[src/rtl/comparator_minmax_ctrl_pkg.sv]
// Shared definitions for the min/max tracker.
//   state_t     : controller state encoding (S_IDLE=0, S_CMP_MAX=1, S_CMP_MIN=2, S_OUT=3)
//   DEF_WIDTH   : default sample width
//   DEF_CNT_W   : default frame counter width
package comparator_minmax_ctrl_pkg;

  typedef enum logic [1:0] {
    S_IDLE    = 2'd0,
    S_CMP_MAX = 2'd1,
    S_CMP_MIN = 2'd2,
    S_OUT     = 2'd3
  } state_t;

  localparam int DEF_WIDTH = 2;
  localparam int DEF_CNT_W = 8;

endpackage

[src/rtl/comparator_nbit.sv]
// Unsigned WIDTH-bit magnitude comparator, purely combinational.
//   a, b    : operands
//   greater : a > b
//   less    : a < b
//   equal   : a == b
module comparator_nbit #(
  parameter int WIDTH = 2
) (
  input  logic [WIDTH-1:0] a,
  input  logic [WIDTH-1:0] b,
  output logic             greater,
  output logic             less,
  output logic             equal
);

  assign greater = (a > b);
  assign less    = (a < b);
  assign equal   = (a == b);

endmodule

[src/rtl/comparator_minmax_ctrl.sv]
// Frame-based min/max tracker sharing one magnitude comparator. Each non-first
// sample is compared against the running max, then the running min, before the
// next sample is accepted. Frame results are held until the consumer takes them.
//   clk, rst             : clock, async active-high reset
//   in_valid/in_ready    : sample handshake (in_data, in_last)
//   out_valid/out_ready  : result handshake (max_val, min_val, count)
//   count                : samples in frame, saturating at 2^CNT_W-1
//
// state     | meaning
// S_IDLE    | waiting for a sample; in_ready=1
// S_CMP_MAX | latched sample vs running max
// S_CMP_MIN | latched sample vs running min
// S_OUT     | frame result held; out_valid=1
module comparator_minmax_ctrl
  import comparator_minmax_ctrl_pkg::*;
#(
  parameter int WIDTH = DEF_WIDTH,
  parameter int CNT_W = DEF_CNT_W
) (
  input  logic             clk,
  input  logic             rst,
  input  logic             in_valid,
  output logic             in_ready,
  input  logic [WIDTH-1:0] in_data,
  input  logic             in_last,
  output logic             out_valid,
  input  logic             out_ready,
  output logic [WIDTH-1:0] max_val,
  output logic [WIDTH-1:0] min_val,
  output logic [CNT_W-1:0] count
);

  state_t           state;
  logic             first;
  logic [WIDTH-1:0] sample;
  logic             last_q;
  logic [WIDTH-1:0] cmp_b;
  logic             cmp_gt;
  logic             cmp_lt;
  logic             cmp_eq;
  logic [CNT_W-1:0] count_inc;

  // Operands come straight from registers, so the compare settles within the
  // compare cycle and costs no extra latency.
  assign cmp_b = (state == S_CMP_MIN) ? min_val : max_val;

  comparator_nbit #(.WIDTH(WIDTH)) u_cmp (
    .a       (sample),
    .b       (cmp_b),
    .greater (cmp_gt),
    .less    (cmp_lt),
    .equal   (cmp_eq)
  );

  assign count_inc = (count == {CNT_W{1'b1}}) ? count : count + CNT_W'(1);

  always_ff @(posedge clk or posedge rst) begin
    if (rst) begin
      state     <= S_IDLE;
      first     <= 1'b1;
      in_ready  <= 1'b1;
      out_valid <= 1'b0;
      max_val   <= '0;
      min_val   <= '0;
      count     <= '0;
      sample    <= '0;
      last_q    <= 1'b0;
    end else begin
      case (state)
        S_IDLE: begin
          if (in_valid) begin
            if (first) begin
              // First sample seeds both extremes; nothing to compare against.
              max_val <= in_data;
              min_val <= in_data;
              count   <= CNT_W'(1);
              first   <= 1'b0;
              if (in_last) begin
                state     <= S_OUT;
                in_ready  <= 1'b0;
                out_valid <= 1'b1;
              end
            end else begin
              sample   <= in_data;
              last_q   <= in_last;
              count    <= count_inc;
              state    <= S_CMP_MAX;
              in_ready <= 1'b0;
            end
          end
        end
        S_CMP_MAX: begin
          if (cmp_gt) max_val <= sample;
          state <= S_CMP_MIN;
        end
        S_CMP_MIN: begin
          // Ties keep the existing minimum.
          if (cmp_lt && !cmp_eq) min_val <= sample;
          if (last_q) begin
            state     <= S_OUT;
            out_valid <= 1'b1;
          end else begin
            state    <= S_IDLE;
            in_ready <= 1'b1;
          end
        end
        S_OUT: begin
          // count is left as-is; the next frame's first sample reloads it.
          if (out_ready) begin
            first     <= 1'b1;
            state     <= S_IDLE;
            out_valid <= 1'b0;
            in_ready  <= 1'b1;
          end
        end
        default: begin
          state     <= S_IDLE;
          in_ready  <= 1'b1;
          out_valid <= 1'b0;
        end
      endcase
    end
  end

endmodule

[config.mk]
export PLATFORM = sky130hd
export DESIGN_NAME = comparator_minmax_ctrl
export DESIGN_NICKNAME = d
export VERILOG_FILES = /design/src/rtl/comparator_minmax_ctrl_pkg.sv /design/src/rtl/comparator_nbit.sv /design/src/rtl/comparator_minmax_ctrl.sv
export SDC_FILE = /design/constraint.sdc
export NUM_CORES = 1
export LEC_CHECK = 0
export BUFFER_PORTS_ARGS = -buffer_cell sky130_fd_sc_hd__buf_4
export CELL_PAD_IN_SITES_DETAIL_PLACEMENT = 1
export CELL_PAD_IN_SITES_GLOBAL_PLACEMENT = 2
export CORE_MARGIN = 2
export CORE_UTILIZATION = 30
export DETAILED_ROUTE_END_ITERATION = 7
export PLACE_DENSITY_LB_ADDON = 0.15
export SYNTH_ARGS = -nofsm -noshare
export SYNTH_HDL_FRONTEND = slang
export SYNTH_HIERARCHICAL = 1
export SYNTH_SLANG_ARGS = --single-unit
[constraint.sdc]
create_clock -name clk -period 1.9 [get_ports clk]
set_input_delay 0.19 -clock clk [delete_from_list [all_inputs] [get_ports clk]]
set_output_delay 0.19 -clock clk [all_outputs]
set_load 0.01 [all_outputs]
==> run_results.csv <==
group,metric,value,unit
sta,hold_violations,0,
clock_tree,cts_made_buffers,3,
routing,drc_errors,0,
floorplan,row_count,22,
layout,nFillCells,414,
setup_path,r2r_end,"max_val[0]$_DFFE_PP0P_",
routing,first_pass_iters,4,
setup_path,crit_required,2090,ps
pwr,power.density,1800,nW/um^2
floorplan,die_h,65.6,um
floorplan,dieArea,4310,um^2
setup_path,cp.arrival,2100,ps
global_route,grt_max_degree,21,
flow_run,drv_cap,0,
outcome,status,"finished with violations",
synthesis,yosys_warnings,6,
global_route,grt_util_all_layers,15.0,%
clock_tree,clockBufferDepth,2,
layout,layout.nets,159,
setup_path,path_class,"register to register",
global_route,gr-total-overflow,0,
sta,worst_slack,-12.7,ps
sta,period_share,101,%
layout,final_common_cell,"buf_4",
global_route,grt_pass1_vias,1035,
layout,area_delta_synth_final,34.8,%
min_path,holdPathEnd,"state[0]$_DFFE_PP0P_",
floorplan,die_w,65.6,um
routing,via_per_inst,4.96,
sta,fmax,523,MHz
routing,ant_nets,0,
layout,fin_util,42.0,%
clock_tree,clkTransAtPathRegs,80,ps
synthesis,synth_cell_types,33,
global_route,grt_pass1_wl,4970,um
sta,worst_pin_slew,328,ps
setup_path,ff2ff_path_depth,10,
clock_tree,clock_latency,260,ps
setup_path,reg2reg_slack,-10,ps
setup_path,regToRegStartpoint,"state[0]$_DFFE_PP0P_",
floorplan,core_area,3660,um^2
setup_path,cp-start-kind,"register",
sta,fin_setup_tns,-12.7,ps
sta,clock_skew,0.976,ps
layout,finalInstanceArea,1540,um^2
synthesis,syn_avg_cell_area,9.50,um^2
min_path,hp-start,"out_ready",
sta,min_period,1910,ps
clock_tree,cts.sinks,20,
min_path,holdPathStages,2,
layout,n_antenna_cell,0,
routing,vias,973,
sta,slew_headroom,78.1,%
sta,maxSlewViolCount,0,
min_path,hold_path.class,"input pin to register",
placed_design,placed_area,1420,um^2
floorplan,io_pins,21,
layout,drive_above_1_share,36.5,%
placed_design,place_congestion,0.794,
routing,first_iter_violations,38,
synthesis,synthCells,120,
floorplan,start_util,31.1,%
pwr,cellLeakagePower,0.669,nW
clock_tree,cts-root-buf,"clkbuf_8",
setup_path,cp-end-kind,"register",
pwr,vdd_ir_drop_max,0.000611,V
outcome,violations,"negative setup slack",
synthesis,yosys_register_bits,20,
global_route,antenna_found_initial,0,
clock_tree,cts_tree,"yes",
sta,rsz0062_at_grt,"yes",
routing,routedWlPerCell,15.3,um
setup_path,crit_fanout,4,
layout,final_cell_mix,"27 x buf_4, 18 x dfrtp_1, 11 x nand2_1, 11 x nor2_1, 11 x a21oi_1",
placed_design,io_buffers,20,
placed_design,dp_hpwl,2240,um
clock_tree,h-tree-depth,1,
synthesis,synth-seq-area-share,44.1,%
synthesis,syn-num-nets,130,
routing,drt_wl_total,2990,um
synthesis,syn_area,1140,um^2
sta,setup_violations,1,
placed_design,place_ws,-50.9,ps
[where the power goes]
part / switching (mW) / internal, mW / total [mW]
sequential: 0.223 / 0.612 / 0.835
combinational: 0.710 / 0.778 / 1.49
clock: 0.155 / 0.281 / 0.436
total: 1.09 / 1.67 / 2.76
[critical path, cell delays in order (launching register included)]
cell and delay [ps]:
dfrtp_1 380, nand2b_4 160, mux2_4 320, inv_4 60, ha_4 200, and2_4 140
a21oi_2 100, nand2_1 70, a21oi_2 200, nor2_1 70, a21oi_1 130
[timing repair]
item                                   in CTS  in global routing
pin swaps                                   4                  2
buffers inserted                            2                  0
hold buffers                                1                  0
endpoints found under the hold margin      18                  0
gates resized for setup                     1                  3
setup endpoints to repair                   4                  5
[sequential cells by signal (all words and copies together), names as in the netlist]
name / flops
out_valid: 1
sample: 2
in_ready: 1
state: 2
count: 8
min_val: 2
max_val: 2
last_q: 1
first: 1
[worst max-delay path by stage]
| stage | from | endpoint | slack (ps) |
|---|---|---|---|
| 6_report | state[0]$_DFFE_PP0P_ | max_val[0]$_DFFE_PP0P_ | -10 |
| 5_1_grt | state[0]$_DFFE_PP0P_ | max_val[0]$_DFFE_PP0P_ | -100 |
| 2_1_floorplan | state[1]$_DFFE_PP0P_ | min_val[1]$_DFFE_PP0P_ | 20 |
| 4_1_cts | state[0]$_DFFE_PP0P_ | min_val[1]$_DFFE_PP0P_ | -30 |
| 3_3_place_gp | state[0]$_DFFE_PP0P_ | min_val[1]$_DFFE_PP0P_ | 50 |
| 3_5_place_dp | state[0]$_DFFE_PP0P_ | min_val[1]$_DFFE_PP0P_ | -50 |
[cells in the mapped netlist]
library cell  number  share of area, %
buf_2              3               1.3
o21ai_1            6               2.6
nor3b_1            1              0.66
nand2b_1           3               1.6
a22oi_1            1              0.66
a21oi_1           14               6.1
buf_4              1              0.66
dfstp_2            2               4.6
ha_1               3               3.3
nor4b_1            1              0.77
inv_1              6               2.0
o32ai_1            1              0.77
or3b_1             1              0.77
o31ai_1            3               2.0
o21ai_0            4               1.8
and2_1             1              0.55
o41ai_2            2               2.9
nand2b_2           1              0.77
nand3_1            4               1.8
nand2_1           11               3.6
and3_1             1              0.55
nor2_1            11               3.6
dfrtp_1           18                40
a211o_1            1              0.77
a31oi_1            2               1.1
or2b_1             1              0.66
nor3b_2            1               1.1
nor2_2             1              0.55
o31a_2             1              0.88
nand3b_1           3               2.0
mux2i_1            5               4.4
mux2_2             5               4.9
and2_4             1              0.77
[routing by layer]
layer / global-route usage [%] / vias up / part of all wire, %
li1: - / 486 / -
met1: 20.4 / 465 / 49
met2: 24.1 / 18 / 46
met3: 2.57 / 4 / 3.4
met4: 5.21 / 0 / 0.94
met5: 0 / - / 0
[metrics by stage]
stage	hold WS, ps	power [mW]	cells
CTS	121	2.74	196
global route	124	2.98	196
floorplan	152	1.76	120
global placement	247	2.15	189
finish	122	2.76	196
detailed placement	247	2.20	189
[kinds of logic (layout without fill, tap and decap cells)]
| group | after synthesis | count (layout) | share of synthesized area, % |
|---|---|---|---|
| and+or+nand+nor | 42 | 42 | 19.8 |
| adders and majority gates | 3 | 3 | 3.29 |
| buffers and inverters | 10 | 38 | 3.95 |
| AOI/OAI and AO/OA | 35 | 35 | 19.5 |
| DFF | 20 | 20 | 44.1 |
| muxes | 10 | 10 | 9.33 |
[final cells by class]
class,count,area [um^2],share of cell area (%)
Multi-Input combinational cell,90,664,43.2
Timing Repair Buffer,28,213,13.8
Sequential cell,20,503,32.7
Tap cell,48,60.1,3.91
Inverter,6,25.0,1.63
Clock inverter,1,30.0,1.95
Clock buffer,3,41.3,2.69
No activity file was read; power rests on OpenSTA's default activity.
